--- src/rtl/mux_scan_n_to_1.sv ---
// Registered N-to-1 multiplexer with manual channel selection and round-robin
// scanning; reports the presented channel and pulses sample/sweep markers.
module mux_scan_n_to_1 #(
    parameter int N_BITS     = 8,
    parameter int N_CHANNELS = 8,
    parameter int SEL_WIDTH  = 3,
    parameter int DWELL      = 4
) (
    input  logic                         clk,
    input  logic                         reset,
    input  logic                         Enable,
    input  logic                         Mode,
    input  logic [SEL_WIDTH-1:0]         Selector,
    input  logic [N_CHANNELS*N_BITS-1:0] Data_In,
    output logic [N_BITS-1:0]            Mux_Output,
    output logic [SEL_WIDTH-1:0]         Channel_Out,
    output logic                         Sample_Valid,
    output logic                         Sweep_Done
);

    localparam int DW_WIDTH = (DWELL > 1) ? $clog2(DWELL) : 1;
    localparam logic [SEL_WIDTH:0]   NUM_CH     = (SEL_WIDTH+1)'(N_CHANNELS);
    localparam logic [SEL_WIDTH-1:0] LAST_CH    = SEL_WIDTH'(N_CHANNELS - 1);
    localparam logic [DW_WIDTH-1:0]  LAST_DWELL = DW_WIDTH'(DWELL - 1);

    typedef enum logic [1:0] {
        IDLE   = 2'd0,
        MANUAL = 2'd1,
        SCAN   = 2'd2
    } state_t;

    state_t                state_r;
    logic [SEL_WIDTH-1:0]  ptr_r;
    logic [DW_WIDTH-1:0]   dwell_r;
    logic [N_BITS-1:0]     chan_s [N_CHANNELS];
    logic                  sel_ok_s;
    logic [SEL_WIDTH-1:0]  scan_ptr_s;
    logic [DW_WIDTH-1:0]   scan_dwell_s;

    for (genvar k = 0; k < N_CHANNELS; k++) begin : g_unpack
        assign chan_s[k] = Data_In[k*N_BITS +: N_BITS];
    end

    assign sel_ok_s = ({1'b0, Selector} < NUM_CH);

    // Coming straight out of manual mode the scan position is forced to the
    // sweep start, so a corrupted ptr/dwell can never leak into a new sweep.
    always_comb begin
        scan_ptr_s   = ptr_r;
        scan_dwell_s = dwell_r;
        if (state_r == MANUAL) begin
            scan_ptr_s   = '0;
            scan_dwell_s = '0;
        end else begin
            scan_ptr_s   = ptr_r;
            scan_dwell_s = dwell_r;
        end
    end

    // Mode FSM together with all registered datapath outputs.
    always_ff @(posedge clk or negedge reset) begin
        if (!reset) begin
            state_r      <= IDLE;
            ptr_r        <= '0;
            dwell_r      <= '0;
            Mux_Output   <= '0;
            Channel_Out  <= '0;
            Sample_Valid <= 1'b0;
            Sweep_Done   <= 1'b0;
        end else if (!Enable) begin
            state_r      <= IDLE;
            Sample_Valid <= 1'b0;
            Sweep_Done   <= 1'b0;
        end else if (!Mode) begin
            state_r    <= MANUAL;
            ptr_r      <= '0;
            dwell_r    <= '0;
            Sweep_Done <= 1'b0;
            if (sel_ok_s) begin
                Mux_Output   <= chan_s[Selector];
                Channel_Out  <= Selector;
                Sample_Valid <= 1'b1;
            end else begin
                Sample_Valid <= 1'b0;
            end
        end else begin
            state_r <= SCAN;
            if (scan_dwell_s == '0) begin
                Mux_Output   <= chan_s[scan_ptr_s];
                Channel_Out  <= scan_ptr_s;
                Sample_Valid <= 1'b1;
                Sweep_Done   <= (scan_ptr_s == LAST_CH);
            end else begin
                Sample_Valid <= 1'b0;
                Sweep_Done   <= 1'b0;
            end
            if (scan_dwell_s == LAST_DWELL) begin
                dwell_r <= '0;
                ptr_r   <= (scan_ptr_s == LAST_CH) ? '0 : scan_ptr_s + 1'b1;
            end else begin
                dwell_r <= scan_dwell_s + 1'b1;
                ptr_r   <= scan_ptr_s;
            end
        end
    end

endmodule

--- config.mk ---
export PLATFORM = sky130hd
export DESIGN_NAME = mux_scan_n_to_1
export DESIGN_NICKNAME = d
export VERILOG_FILES = /design/src/rtl/mux_scan_n_to_1.sv
export SDC_FILE = /design/constraint.sdc
export NUM_CORES = 1
export LEC_CHECK = 0
export ABC_CLOCK_PERIOD_IN_PS = 3000
export CORE_MARGIN = 2
export CORE_UTILIZATION = 45
export CTS_BUF_LIST = sky130_fd_sc_hd__clkbuf_16
export DETAILED_ROUTE_END_ITERATION = 8
export HOLD_SLACK_MARGIN = 0.1
export PLACE_DENSITY_LB_ADDON = 0.12
export SLEW_MARGIN = 30
export SYNTH_ARGS = -nofsm -noshare
export SYNTH_HDL_FRONTEND = slang
export SYNTH_SLANG_ARGS = --single-unit
--- constraint.sdc ---
create_clock -name clk -period 3 [get_ports clk]
set_input_delay 0.3 -clock clk [delete_from_list [all_inputs] [get_ports clk]]
set_output_delay 0.3 -clock clk [all_outputs]
set_load 0.05 [all_outputs]
==> results.sh, run 1 <==
export IMPL_routabilityCongestion=0.853
export IMPL_layout_drive_gt1_share_pct=11.1
export IMPL_antenna_found_initial=0
export IMPL_num_antenna_cells=0
export IMPL_initial_core_util_pct=46.6
export IMPL_period_share_pct=78.8
export IMPL_fillCellCount=410
export IMPL_cts_path_max_buffers=2
export IMPL_min_period_ns=2.36
export IMPL_cp_max_fo=21
export IMPL_drt_iter0_markers=142
export IMPL_cts_resized=0
export IMPL_worst_pin_slew_ns=0.887
export IMPL_async_reset_ff_share_pct=100
export IMPL_synthCells=245
export IMPL_final_cell_mix="clkdlybuf4s50_1 (83), nor2_1 (31), mux2i_1 (26)"
export IMPL_layout_area_overhead_vs_synth_pct=42.1
export IMPL_relSlewSlack_pct=40.8
export IMPL_wirelength_mm=6.51
export IMPL_grt_pass1_wl_mm=10.7
export IMPL_placed_area_um2=3010
export IMPL_finClkSkew_ns=0.00688
export IMPL_ys_seq_area_share_pct=22.9
export IMPL_clock_sinks=20
export IMPL_synthesis_area_um2=2190
export IMPL_status="finished clean"
export IMPL_synth_seq_cells=20
export IMPL_ys_warn_count=0
export IMPL_powerDensity_nw_per_um2=405
export IMPL_criticalPathCategory="register to register"
export IMPL_grt_max_degree=27
export IMPL_cts_buffers=3
export IMPL_die_w_um=73.7
export IMPL_worstPathArrival_ns=2.49
export IMPL_utilization_pct=66.3
export IMPL_nets=390
export IMPL_max_freq_mhz=423
export IMPL_setup_slack_ns=0.636
export IMPL_post_route_drc_count=0
export IMPL_avgSynthCellArea_um2=8.93
export IMPL_rsz0062_at_grt="no"
export IMPL_dpl_hpwl_mm=4.69
export IMPL_die_area_um2=5440
export IMPL_final_area_um2=3110
export IMPL_clk_pin_slew_worst_paths_ns=0.06
export IMPL_finalPower_uw=1260
export IMPL_start_kind="register"
export IMPL_grt_pass1_vias=2161
export IMPL_hold_violations=0
export IMPL_rows=25
export IMPL_max_cap_viol_count=0
export IMPL_synthesis_nets=320
export IMPL_cp_required_ns=3.12
export IMPL_vdd_drop_max_v=0.000356
export IMPL_wire_per_inst_um=17.7
export IMPL_drt_pass1_iterations=4
export IMPL_synth_edf_count=0
export IMPL_yosysUniqueCellTypes=41
export IMPL_cts_tree="yes"
export IMPL_r2r_cells=9
export IMPL_hold_class="input pin to async pin"
export IMPL_ys_flop_type="dfrtp_1"
export IMPL_fp_coreArea_um2=4690
export IMPL_fp_dieH_um=73.7
export IMPL_htree_levels=1
export IMPL_portBuffers=83
export IMPL_pre_cts_ws_ns=0.655
export IMPL_final_common_cell="clkdlybuf4s50_1"
export IMPL_overflow=0
export IMPL_worstSetupEndpointType="register"
export IMPL_viasPerCell=6.06
export IMPL_hold_buffers=0
export IMPL_ant_nets=0
export IMPL_cts_setup_buffers=0
export IMPL_slew_viol_final=0
export IMPL_vias=2231
export IMPL_setup_violations=0
export IMPL_clockRootBuffer="clkbuf_16"
export IMPL_tns_ns=0
export IMPL_track_usage_pct=25.4
export IMPL_p_leak_uw=0.00125
export IMPL_clk_latency_ns=0.26
export IMPL_io_pins=84
-- critical path: stages (launching register included) --
cell and delay, ns:
dfrtp_1 0.39, nand2b_1 0.26, and2_1 0.23, inv_1 0.08, ha_1 0.16, or2b_1 0.09
nand2_1 0.09, inv_1 0.51, o221a_1 0.32, a41oi_2 0.11
-- cell families after synthesis --
family | count (synthesis) | synth area share [%]
DFF | 20 | 22.9
muxes | 42 | 24.2
and+or+nand+nor | 56 | 11.5
AOI/OAI and AO/OA | 74 | 27.8
buffers and inverters | 48 | 10.9
adders and majority gates | 4 | 2.29
xor gates and xnor gates | 1 | 0.400
-- power by group --
part | internal, µW | switching, µW
Sequential | 306 | 36.3
Combinational | 260 | 283
Clock | 265 | 109
Total | 831 | 428
-- final timing paths --
check,from,endpoint,slack (ns)
setup / recovery,state_r[1],Mux_Output[7],0.64
hold / removal,reset,ptr_r[2],0.38
setup reg to reg,state_r[1],Mux_Output[7],0.64
hold reg to reg,dwell_r[0],dwell_r[0],0.50
max in group asynchronous,reset,ptr_r[0],2.38
min in group clk,dwell_r[0],dwell_r[0],0.50
-- sequential cells by signal, summed over array words and instances (netlist names) --
| signal | flops |
|---|---|
| Mux_Output | 8 |
| Channel_Out | 3 |
| ptr_r | 3 |
| dwell_r | 2 |
| state_r | 2 |
| Sample_Valid | 1 |
| Sweep_Done | 1 |
-- metal layers --
layer	part of all wire (%)	wire, µm	vias to the layer above	track usage, %
li1	-	-	1067	-
met1	42	2730	1049	34.8
met2	47	3090	103	40.2
met3	9.1	590	12	4.94
met4	1.6	101	0	8.48
met5	0	0	-	0
-- cells in the mapped netlist (2+ instances only) --
library cell   n  area share [%]
nor2_1        31             5.3
mux2i_1       26              12
inv_1         22             3.8
dfrtp_1       20              23
a31oi_1       18             5.1
o221ai_1      15             6.0
a21oi_1       10             2.3
buf_2         10             2.3
nand2_1       10             1.7
clkbuf_1       9             1.5
mux2_2         8             4.1
mux4_2         8             8.2
o21a_1         7             2.4
a41oi_2        6             4.5
o221a_1        6             3.1
buf_6          4             2.1
ha_1           4             2.3
and2_1         3            0.86
a22o_1         2            0.80
a32o_1         2            0.91
and3_1         2            0.57
nand3b_1       2            0.69
nor2b_1        2            0.57
-- through the flow --
step,hold slack (ns),std cells
3_3_place_gp,0.491,364
4_1_cts,0.395,368
6_report,0.385,368
3_5_place_dp,0.484,364
2_1_floorplan,0.00441,245
5_1_grt,0.422,368
-- layout make-up --
cell class | instances | area [µm²] | area share [%]
Tap cell | 54 | 67.6 | 2.17
Timing Repair Buffer | 91 | 903 | 29.0
Clock inverter | 1 | 30.0 | 0.965
Multi-Input combinational cell | 177 | 1450 | 46.6
Inverter | 22 | 82.6 | 2.65
Clock buffer | 3 | 75.1 | 2.41
Sequential cell | 20 | 502 | 16.1
(Power assumes the default switching activity.)
==> run 2: changes to the inputs <==
ABC_CLOCK_PERIOD_IN_PS = 2200   (was 3000)
clock period = 2.2 ns   (was 3 ns; I/O delays follow)
==> run 2 against run 1 <==
Net effect: die area unchanged; global-route usage down 0.29 points; sequential share of layout area decreased by 0.29 points; register-to-register slack got worse by 0.41 ns; flip-flop and latch count unchanged; total power is 28% higher; count of clock-buffer cells in the layout unchanged; wire length rose by 3.8%; clock power is essentially flat; worst hold slack lost 0.076 ns; final area grew 1.9%; utilization increased by 1.2 points.
==> results.sh, run 2 (synthesis results as in run 1) <==
export IMPL_swShare_pct=35.8
export IMPL_cp_required_ns=2.37
export IMPL_worstSetupEndpointType="register"
export IMPL_combPwrFrac_pct=48.4
export IMPL_antenna_found_initial=0
export IMPL_p_int_uw=1030
export IMPL_hold_class="input pin to async pin"
export IMPL_power_net_switching_uw=577
export IMPL_clock_sinks=20
export IMPL_clockRootBuffer="clkbuf_16"
export IMPL_rows=25
export IMPL_clk_latency_ns=0.25
export IMPL_fp_coreArea_um2=4690
export IMPL_post_route_drc_count=0
export IMPL_routabilityCongestion=0.845
export IMPL_reg2reg_slack_ns=0.23
export IMPL_max_cap_viol_count=0
export IMPL_cts_tree="yes"
export IMPL_rsz0062_at_grt="no"
export IMPL_cts_path_max_buffers=2
export IMPL_layout_area_overhead_vs_synth_pct=44.8
export IMPL_layout_drive_gt1_share_pct=13.6
export IMPL_worst_pin_slew_ns=0.599
export IMPL_finalPower_uw=1610
export IMPL_wl_met3_um=353
export IMPL_wirelength_mm=6.76
export IMPL_pre_cts_ws_ns=0.192
export IMPL_largest_reg_flops=8
export IMPL_drt_pass1_iterations=4
export IMPL_powerDensity_nw_per_um2=509
export IMPL_track_usage_pct=25.2
export IMPL_drt_iter0_markers=132
export IMPL_vias=2249
export IMPL_min_period_ns=1.97
export IMPL_setup_violations=0
export IMPL_portBuffers=83
export IMPL_initial_core_util_pct=46.6
export IMPL_overflow=0
export IMPL_final_cell_mix="clkdlybuf4s50_1 (83), nor2_1 (31), mux2i_1 (26)"
export IMPL_die_w_um=73.7
export IMPL_final_common_cell="clkdlybuf4s50_1"
export IMPL_worstPathArrival_ns=2.15
export IMPL_p_seq_share_pct=28.2
export IMPL_period_share_pct=89.8
export IMPL_hold_violations=0
export IMPL_setup_slack_ns=0.225
export IMPL_startpoint="state_r[1]"
export IMPL_htree_levels=1
export IMPL_nets=399
export IMPL_grt_pass1_vias=2168
export IMPL_top_layer="met4"
export IMPL_m1WireLength_mm=3.09
export IMPL_cp_max_fo=10
export IMPL_criticalPathCategory="register to register"
export IMPL_fillCellCount=397
export IMPL_viasPerCell=5.97
export IMPL_die_area_um2=5440
export IMPL_grt_pass1_wl_mm=10.5
export IMPL_clk_pin_slew_worst_paths_ns=0.06
export IMPL_start_kind="register"
export IMPL_hold_buffers=0
export IMPL_ant_nets=0
export IMPL_tns_ns=0
export IMPL_cts_buffers=3
export IMPL_finClkSkew_ns=0.00319
export IMPL_slew_viol_final=0
export IMPL_num_antenna_cells=0
export IMPL_relSlewSlack_pct=60.0
export IMPL_fp_dieH_um=73.7
export IMPL_dpl_hpwl_mm=5.04
export IMPL_top_register="Mux_Output"
export IMPL_io_pins=84
export IMPL_wire_per_inst_um=17.9
export IMPL_status="finished clean"
export IMPL_vdd_drop_max_v=0.000349
export IMPL_wl_met2_mm=3.20
export IMPL_p_leak_uw=0.00128
export IMPL_worstReg2RegStart="state_r[1]"
export IMPL_max_freq_mhz=506
export IMPL_largestRegisters="Mux_Output x8, Channel_Out x3, ptr_r x3"
export IMPL_clock_power_share_pct=23.4
export IMPL_grt_max_degree=29
run 2: changes by cell type in the layout (fill, tap and decap cells not counted), sizes merged:
cell | previous run | this run
inv | 22 | 21
clkinv | 0 | 1
bufinv | 1 | 0
clkinvlp | 0 | 1
buf | 8 | 17
run 2: what timing repair did:
action,in CTS,in global routing
endpoints found under the setup margin,0,1
hold endpoints to repair,0,0
buffers inserted,0,2
gates resized for setup,0,1
run 2: final cells by class:
type / instances / area [µm²] / share of cell area, %
Tap cell: 54 / 67.6 / 2.13
Sequential cell: 20 / 502 / 15.8
Timing Repair Buffer: 100 / 983 / 31.0
Clock buffer: 3 / 75.1 / 2.37
Multi-Input combinational cell: 177 / 1450 / 45.8
Clock inverter: 1 / 3.75 / 0.118
Inverter: 22 / 86.3 / 2.73
run 2: power by group through the flow:
stage | combinational (µW) | sequential [µW] | clock, µW
after detailed placement | 765 | 460 | 0
after floorplan | 332 | 589 | 0
final | 780 | 455 | 377
after global routing | 835 | 461 | 398
after CTS | 767 | 454 | 380
after global placement | 755 | 460 | 0
run 2: final timing paths:
check                           endpoint  cells past startpoint
max reg2reg                Mux_Output[4]                     10
max                        Mux_Output[4]                     10
min                           dwell_r[0]                      2
min reg2reg                   dwell_r[1]                      1
max in group asynchronous       ptr_r[0]                      2
min in group clk              dwell_r[1]                      1
run 2: worst max-delay path: stages, from the launching register on:
cell        delay (ns)
dfrtp_1           0.36
nand2b_1          0.14
and2_1            0.15
inv_1             0.06
ha_1              0.19
or2b_1            0.21
nand2_1           0.15
clkinvlp_4        0.17
buf_12            0.16
o221a_1           0.13
a41oi_2           0.16
run 2: metrics by stage:
step           instance area (µm²)  hold slack [ns]  cells  utilization [%]
2_1_floorplan                 2190          -0.0756    245                -
3_3_place_gp                  3060            0.492    371             65.2
3_5_place_dp                  3060            0.499    371             65.2
4_1_cts                       3140            0.315    375             66.9
5_1_grt                       3170            0.335    377             67.5
6_report                      3170            0.309    377             67.5
run 2: per-layer routing:
layer / vias to the layer above / track usage (%)
li1: 1081 / -
met1: 1076 / 35.2
met2: 79 / 41.2
met3: 13 / 2.74
met4: 0 / 6.67
met5: - / 0
